==> src/rtl/fifo_umbrales.sv <==
// Synchronous FIFO with a registered read port, occupancy count, programmable
// almost-full/almost-empty thresholds and a sticky overflow/underflow flag.
module fifo_umbrales #(
  parameter int DATA_WIDTH = 10,
  parameter int ADDR_WIDTH = 3
) (
  input  logic                  clk,
  input  logic                  reset,
  input  logic                  push,
  input  logic [DATA_WIDTH-1:0] data_in,
  input  logic                  pop,
  input  logic [ADDR_WIDTH:0]   umbral_alto,
  input  logic [ADDR_WIDTH:0]   umbral_bajo,
  output logic [DATA_WIDTH-1:0] data_out,
  output logic                  valid_out,
  output logic                  empty,
  output logic                  full,
  output logic                  almost_full,
  output logic                  almost_empty,
  output logic [ADDR_WIDTH:0]   count,
  output logic                  error
);

  localparam int DEPTH_I = 1 << ADDR_WIDTH;
  localparam logic [ADDR_WIDTH:0] DEPTH = DEPTH_I[ADDR_WIDTH:0];

  logic [DATA_WIDTH-1:0] mem [DEPTH_I];
  logic [ADDR_WIDTH-1:0] wr_ptr;
  logic [ADDR_WIDTH-1:0] rd_ptr;
  logic [ADDR_WIDTH:0]   alto_q;
  logic [ADDR_WIDTH:0]   bajo_q;

  logic push_ok;
  logic pop_ok;
  logic overflow;
  logic underflow;

  // Handshake: push/pop are single-cycle requests sampled at the rising edge;
  // a request is accepted or dropped in that same edge, never stalled. A pop
  // accepted at edge N presents its word with valid_out=1 after edge N only.
  always_comb begin
    pop_ok    = pop && (count != '0);
    push_ok   = push && ((count != DEPTH) || pop_ok);
    overflow  = push && !push_ok;
    underflow = pop && (count == '0);
  end

  always_comb begin
    empty        = (count == '0);
    full         = (count == DEPTH);
    almost_full  = reset && (count >= alto_q);
    almost_empty = !reset || (count <= bajo_q);
  end

  // Storage is never cleared; a full push+pop reads the old word at the
  // shared address because both sides use the pre-edge contents.
  always_ff @(posedge clk) begin
    if (reset && push_ok) begin
      mem[wr_ptr] <= data_in;
    end
  end

  always_ff @(posedge clk) begin
    if (!reset) begin
      wr_ptr    <= '0;
      rd_ptr    <= '0;
      count     <= '0;
      data_out  <= '0;
      valid_out <= 1'b0;
      error     <= 1'b0;
      alto_q    <= umbral_alto;
      bajo_q    <= umbral_bajo;
    end else begin
      if (push_ok) begin
        wr_ptr <= wr_ptr + 1'b1;
      end
      if (pop_ok) begin
        data_out <= mem[rd_ptr];
        rd_ptr   <= rd_ptr + 1'b1;
      end
      valid_out <= pop_ok;
      if (push_ok && !pop_ok) begin
        count <= count + 1'b1;
      end else if (pop_ok && !push_ok) begin
        count <= count - 1'b1;
      end
      if (overflow || underflow) begin
        error <= 1'b1;
      end
    end
  end

endmodule
==> config.mk <==
export PLATFORM = sky130hd
export DESIGN_NAME = fifo_umbrales
export DESIGN_NICKNAME = d
export VERILOG_FILES = /design/src/rtl/fifo_umbrales.sv
export SDC_FILE = /design/constraint.sdc
export NUM_CORES = 1
export LEC_CHECK = 0
export CAP_MARGIN = 30
export CORE_ASPECT_RATIO = 1.5
export CORE_MARGIN = 5
export CORE_UTILIZATION = 35
export CTS_CLUSTER_SIZE = 28
export DETAILED_ROUTE_END_ITERATION = 8
export DONT_BUFFER_PORTS = 1
export HOLD_SLACK_MARGIN = 0.06
export SYNTH_ARGS = -nofsm -noshare
export SYNTH_HDL_FRONTEND = slang
export SYNTH_SLANG_ARGS = --single-unit
==> constraint.sdc <==
create_clock -name clk -period 2.45 [get_ports clk]
set_input_delay 0.245 -clock clk [delete_from_list [all_inputs] [get_ports clk]]
set_output_delay 0.245 -clock clk [all_outputs]
set_load 0.005 [all_outputs]
### Word-level counts from Yosys, hierarchy flattened

Memory sizes are Yosys's and may differ from the RTL's. A register that Yosys moved wholly into a read port is not among the register bits.
Index checks and enable logic that the tools add are counted.
Widths: inputs -> output; s select.

| storage, ports and cells | value |
|---|---|
| flip-flop bits (word level) | 20 |
| RAM bits | 80 |
| bits of input ports | 22 |
| output and inout bits | 20 |
| memories kept | 1 |

Memory list:

| memory | words | width | rd ports | clocked after memory_dff | wr ports | line | source |
|---|---|---|---|---|---|---|---|
| mem | 8 | 10 | 1 | 1 | 1 | 27 | `logic [DATA_WIDTH-1:0] mem [DEPTH_I];` |

| operators by class | value |
|---|---|
| add/sub/neg operators | 4 |
| magnitude comparators | 2 |
| eq/ne operators | 2 |
| multiplexer cells | 4 |
| reductions and logical operators | 18 |

Operators by type and width:

| operator | number |
|---|---|
| $logic_and 1x1->1 | 8 |
| $mux 4 | 2 |
| $add 3x1->3 const B | 2 |
| $add 4x1->4 const B | 1 |
| $eq 4x4->1 const B | 1 |
| $ge 4x4->1 | 1 |
| $le 4x4->1 | 1 |
| $logic_not 1->1 | 4 |
| $logic_not 4->1 | 1 |
| $ne 4x4->1 const B | 1 |
| $reduce_bool 4->1 | 1 |
| $sub 4x1->4 const B | 1 |
| $logic_or 1x1->1 | 3 |
| $mux 1 | 2 |
| $reduce_bool 2->1 | 1 |

### Longest topological paths before layout

Gate-level depths: netlist of the first run.

| depth | value |
|---|---|
| word-level depth | 8 |
| depth in mapped cells | 10 |
| mapped depth without buffers | 10 |

### Least setup slack after synthesis of the first run

No wires, ideal clock.

| timing path | value |
|---|---|
| path type | flip-flop to flip-flop |
| from | register count[3] |
| to | register count[3] |
| arrival time | 2,175 ps |
| data required time | 2,378 ps |
| path slack | 203 ps |
| cell stages (with the launch flop) | 10 |
| path buffers | 0 |
| cells stage by stage | dfxtp_1 -> o41a_4 -> inv_1 -> ha_1 -> inv_1 -> ha_1 -> a21oi_1 -> a211oi_1 -> a31oi_1 -> mux2i_1 |

| on the way | value |
|---|---|
| longest elaborated chain between the ends | 7 |
| elaborated cells between the ends (all ways) | 14 |

RTL lines:

| what | line | source |
|---|---|---|
| start, declared | 20 | `output logic [ADDR_WIDTH:0] count,` |
| start signal, assigned | 83 | `count <= count + 1'b1;` |
| start signal, assigned | 85 | `count <= count - 1'b1;` |
| branches (longest 7 deep; another with $sub 4x1->4) | n/a |  |

Several ways; the timed one is not identified. The select of a mux whose other input is x is not followed.
A chain may end at the register's enable or synchronous reset.

### Final worst setup path of the first run

Same ends and word-level chain as after synthesis.

==> flow_summary.yaml, run 1 <==
status:
  status: "finished clean"
floorplan:
  die_height_um: 146.7
  die-area_um2: 14840
  start_util_pct: 35.38
  ioPinCount: 42
  core_area_um2: 12320
  dieWidth_um: 101.1
  rows: 50
setup_path:
  reg2reg_to: "count[3]"
  criticalPathCategory: "register to register"
  cp-end-kind: "register"
  cp-start-kind: "register"
  crit_path_max_fanout: 5
  crit_required_ps: 2730
  r2r-start: "count[3]"
  r2r_cells: 9
  rrSetupSlack_ps: 120
  arrival_ps: 2600
timing:
  clock_skew_ps: 5.825
  setup_viol: 0
  hold_viol_final: 0
  slew_headroom_pct: 57.29
  max_freq_ghz: 0.4298
  whs_ps: 129.4
  finalSetupTns_ps: 0
  tightest_slew_ps: 639.9
  period_needed_ps: 2327
  finalCritPeriodShare_pct: 94.97
  slew_viol_final: 0
place:
  io_buffers: 0
  place_congestion: 0.7280
  hpwl_mm: 5.844
yosys:
  ys_seq_area_share_pct: 70.70
  synth_fa_ha_area_share_pct: 4.189
  synth_area_per_cell_um2: 16.45
  synth_nets: 301
  yosysTopAreaCell: "edfxtp_1"
  netlist_area_um2: 4360
  synth_compound_area_share_pct: 5.653
  synth_simple_gate_area_share_pct: 5.481
  synthMuxAreaShare_pct: 11.02
  ys.warnings.count: 0
  synthXorXnorAreaFrac_pct: 0.8034
  yosysTopAreaCellShare_pct: 60.60
  synthCells: 265
  synth_seq_cells: 110
  synth_cell_types: 35
  synth_area_leaders: "edfxtp_1 (61%), mux4_2 (10%), dfxtp_1 (10%)"
  synth_top_family_by_area: "multiplexers"
min_path:
  whs_endpoint: "wr_ptr[2]"
  holdPathStages: 2
  worstHoldStart: "reset"
  min_path_type: "input pin to register"
clock_tree:
  path_clk_slew_ps: 70
  cts-root-buf: "clkbuf_16"
  clockBufferDepth: 2
  clock_sinks: 110
  post-cts-setup-buffers: 0
  cts_buffers: 9
  cts_tree: "done"
  cts_max_level: 3
  clock_latency_ps: 340
drt:
  drt-initial-drc-count: 150
  wirelength_mm: 8.906
  wire_per_inst_um: 19.15
  vias: 2346
  firstDrtPassIters: 4
  drc: 0
  postRouteAntennaNets: 0
  viasPerCell: 5.045
power_and_ir_drop:
  cellLeakagePower_nw: 1.765
  power_density_nw_per_um2: 914.3
  vdd_drop_max_mv: 0.4327
  p_total_w: 0.004682
grt:
  grt_use_total_pct: 12.56
  grt_pass1_wl_mm: 13.81
  overflow: 0
  antenna_found_initial: 0
  first_global_vias: 2469
  grt_max_degree: 23
layout:
  layout-drive-gt1-share_pct: 19.09
  final_util_pct: 41.55
  layout_common_cells: "edfxtp_1 (88), nor2_1 (23), dfxtp_1 (22)"
  layout_commonest_cell: "edfxtp_1"
  nNetsFinal: 340
  area_delta_synth_final_pct: 17.45
  diodes: 0
flow_run:
  cap_violations: 0
==> how the worst max path moves through the flow <==
| stage | slack, ps | cells past startpoint | startpoint | end |
|---|---|---|---|---|
| final | 120 | 9 | count[3] | count[3] |
| after global routing | -30 | 9 | count[3] | count[3] |
| after CTS | 80 | 9 | count[3] | count[3] |
| after detailed placement | 100 | 9 | count[3] | count[3] |
| after global placement | 160 | 9 | count[3] | count[3] |
| after floorplan | 200 | 9 | count[3] | count[3] |
==> flip-flops by register name (all words and copies together), names as in the netlist <==
name and cells:
mem 80, data_out 10, rd_ptr 3, count 4, error 1, bajo_q 4, alto_q 4, valid_out 1
wr_ptr 3
==> final cells by class <==
| class | instances | area, um^2 |
|---|---|---|
| inverter | 12 | 45.04 |
| fill | 1117 | 7203 |
| multi-input combinational | 133 | 1187 |
| timing repair buffer | 38 | 332.8 |
| clock inverter | 5 | 45.04 |
| clock buffer | 11 | 232.7 |
| tap | 156 | 195.2 |
| sequential | 110 | 3083 |
==> timing repair <==
| item | CTS | global route |
|---|---|---|
| setup endpoints to repair | 0 | 1 |
| endpoints found under the hold margin | 100 | 0 |
| gates resized for setup | 0 | 1 |
| hold buffers | 19 | 0 |
==> cell families after synthesis <==
family,after synthesis
compound gates,39
xor+xnor,4
fa+ha+maj,14
buf+inv,22
flops,110
mux,23
simple gates,53
==> per-layer routing <==
metal  vias up  routed length (um)  track usage [%]
met5         -                   0                0
met4         0                 192            5.456
met3        15                 404            2.898
met2        55                4556            21.04
met1      1174                3753            15.29
li1       1102                   -                -
==> cells in the mapped netlist <==
master and instances:
nor3_1 7, clkbuf_2 1, edfxtp_1 88, buf_2 2
xnor2_1 2, a21bo_2 1, nand2b_1 3, a41oi_1 1
a211oi_1 1, nand3_1 2, a21oi_1 7, xor2_1 2
mux4_2 20, or3_1 1, o22ai_1 10, buf_6 1
and2_1 1, nor2_1 23, ha_1 13, o21ai_0 13
fa_1 1, nor2b_1 2, mux2i_1 3, nand2_2 1
nand2b_2 1, clkbuf_1 6, dfxtp_1 22, o21a_1 3
nand2_1 11, a21boi_0 1, inv_2 1, a31oi_1 1
and2b_1 1, o41a_4 1, inv_1 11
==> power breakdown <==
part	switching, W	total [W]	internal [W]
clock	0.000650	0.00135	0.000703
sequential	0.000105	0.00227	0.00217
combinational	0.000549	0.00105	0.000505
==> critical path, cell delays in order (launching register included) <==
cell	delay, ps
dfxtp_1	370
o41a_4	510
inv_1	100
ha_1	190
inv_1	100
ha_1	340
a21oi_2	170
a211oi_1	90
a31oi_1	200
mux2i_1	190
==> per-stage QoR <==
stage	setup slack (ps)	cell area [um^2]	cells
2_1_floorplan	203.1	4360	265
3_3_place_gp	164.1	4649	430
3_5_place_dp	99.57	4649	430
4_1_cts	79.48	5117	465
5_1_grt	-29.31	5121	465
6_report	123.2	5121	465
No activity file was read; power rests on OpenSTA's default activity.
==> run 2, diff against run 1 <==
--- a/config.mk
+++ b/config.mk
@@ -13,6 +13,7 @@
 export DETAILED_ROUTE_END_ITERATION = 8
 export DONT_BUFFER_PORTS = 1
 export HOLD_SLACK_MARGIN = 0.06
+export SKIP_LAST_GASP = 1
 export SYNTH_ARGS = -nofsm -noshare
 export SYNTH_HDL_FRONTEND = slang
 export SYNTH_SLANG_ARGS = --single-unit
==> results of run 2 <==
Same layout as run 1: the final DEF is identical, and so are final timing and power.
==> run 3, diff against run 2 <==
==> constraint.sdc (replaced) <==
create_clock -name clk -period 2.8 [get_ports clk]
set_input_delay 0.28 -clock clk [delete_from_list [all_inputs] [get_ports clk]]
set_output_delay 0.28 -clock clk [all_outputs]
set_load 0.005 [all_outputs]
==> run 3 against run 2 <==
Highest routed layer unchanged; maximum frequency fell by 4.0%; clock skew rose by 5.8 ps; sequential cell count did not move.
==> flow_summary.yaml, run 3 (same netlist as run 1, synthesis figures left out) <==
floorplan:
  die-area_um2: 14840
  rows: 50
  dieWidth_um: 101.1
  core_area_um2: 12320
  die_height_um: 146.7
  ioPinCount: 42
  start_util_pct: 35.38
grt:
  first_global_vias: 2451
  grt_max_degree: 23
  grt_use_total_pct: 12.52
  grt_pass1_wl_mm: 13.70
  overflow: 0
  antenna_found_initial: 0
setup_path:
  worst_path_max_delay_cell: "o41a_4"
  arrival_ps: 2700
  crit_required_ps: 3070
  r2r_cells: 9
  critPathTopFamily: "compound AO/OA/AOI/OAI gates"
  crit_buf_inv: 2
  crit_path_cell_trace: "o41a_4, inv_1, ha_1, inv_1, ha_1, a21oi_1, a211oi_1, a31oi_1, mux2i_1"
  cp.depth: 9
  crit_path_max_fanout: 16
  criticalPathCategory: "register to register"
  cp-end-kind: "register"
  critical-path-max-stage-delay_ps: 550
  cp-start-kind: "register"
drt:
  route.met2.wl_mm: 4.700
  wl_met1_mm: 3.482
  wirelength_mm: 8.848
  drc: 0
  firstDrtPassIters: 4
  wl_met3_um: 548
  wire_per_inst_um: 19.23
  viasPerCell: 5.041
  postRouteAntennaNets: 0
  vias: 2319
  drt-initial-drc-count: 117
  top_layer: "met4"
timing:
  finalCritPeriodShare_pct: 86.58
  tightest_slew_ps: 623.7
  finalSetupTns_ps: 0
  period_needed_ps: 2424
  rsz0062_at_grt: "false"
  clock_skew_ps: 11.66
  slew_headroom_pct: 58.37
  slew_viol_final: 0
  hold_viol_final: 0
  max_freq_ghz: 0.4125
  setup_viol: 0
layout:
  nNetsFinal: 335
  biggestRegsByFlops: "mem: 80 flops, data_out: 10 flops"
  layout_commonest_cell: "edfxtp_1"
  regMostFlops: "mem"
  design_area_um2: 5127
  area_delta_synth_final_pct: 17.59
  diodes: 0
  multiInputGateArea_um2: 1184
  fin_cells: 460
  layout_common_cells: "edfxtp_1 (88), nor2_1 (23), dfxtp_1 (22)"
  final.fill_count: 1103
  layout-drive-gt1-share_pct: 18.09
  largest_register_ffs: 80
  regArea_um2: 3083
min_path:
  min_path_type: "input pin to register"
  holdPathStages: 2
place:
  io_buffers: 0
  place_congestion: 0.7378
  place_inst: 425
  hpwl_mm: 5.746
  dpl_cell_area_um2: 4612
power_and_ir_drop:
  vdd_drop_max_mv: 0.2951
  p_seq_share_pct: 47.6
  combPwrFrac_pct: 20.8
  internal_power_w: 0.003041
  switching_share_pct: 27.99
  p_switching_w: 0.001182
  cellLeakagePower_nw: 1.764
  power_density_nw_per_um2: 823.7
  power_frac_clock_pct: 31.6
flow_run:
  cap_violations: 0
clock_tree:
  cts_tree: "done"
  clock_sinks: 110
  post-cts-setup-buffers: 0
  cts-root-buf: "clkbuf_16"
  clock_latency_ps: 350
  clockBufferDepth: 2
  cts_max_level: 3
  path_clk_slew_ps: 70
  cts_buffers: 9
status:
  status: "finished clean"
run 3: changes by cell type in the layout (fill, tap and decap cells not counted), sizes merged:
cell | before | now
inv | 13 | 15
buf | 19 | 14
clkinvlp | 1 | 0
bufinv | 0 | 1
clkbuf | 11 | 9
run 3: final cells by class:
class	instances	share of cell area, %
flip-flops and latches	110	60.13
well taps	156	3.807
clock inverters	7	1.952
repair buffers	33	5.759
inverters	12	0.8785
multi-input cells	133	23.08
clock buffers	9	4.392
run 3: final timing paths:
path / start / endpoint / slack [ps]
hold reg to reg: wr_ptr[0] / wr_ptr[0] / 500
setup / recovery: count[1] / count[3] / 380
hold / removal: reset / data_out[6] / 80
setup reg to reg: count[1] / count[3] / 380
run 3: repair_timing:
| item | 4_1_cts | 5_1_grt |
|---|---|---|
| hold buffers | 19 | 0 |
| endpoints found under the hold margin | 89 | 0 |
| setup endpoints to repair | 0 | 0 |
| resized for setup | 0 | 0 |
run 3: power by group through the flow:
stage          sequential [W]  clock (W)  combinational, W
2_1_floorplan         0.00203          0          0.000659
3_3_place_gp          0.00205          0          0.000847
3_5_place_dp          0.00205          0          0.000857
4_1_cts               0.00202    0.00136          0.000899
5_1_grt               0.00203    0.00143          0.000987
6_report              0.00201    0.00134          0.000878
run 3: per-stage QoR:
| step | hold slack (ps) | utilization, % | power (W) | setup slack (ps) |
|---|---|---|---|---|
| 6_report | 77.13 | 41.60 | 0.004223 | 375.7 |
| 3_3_place_gp | 379.0 | 37.42 | 0.002895 | 462.4 |
| 4_1_cts | 60.10 | 41.60 | 0.004276 | 354.5 |
| 5_1_grt | 71.95 | 41.60 | 0.004444 | 132.4 |
| 3_5_place_dp | 378.9 | 37.42 | 0.002910 | 372.2 |
| 2_1_floorplan | 378.9 | - | 0.002688 | 553.1 |
run 3: per-layer routing:
layer  track usage (%)  vias to the layer above
met4             6.121                        0
li1                  -                     1086
met3             3.230                        6
met5                 0                        -
met2             21.23                       66
met1             14.45                     1161
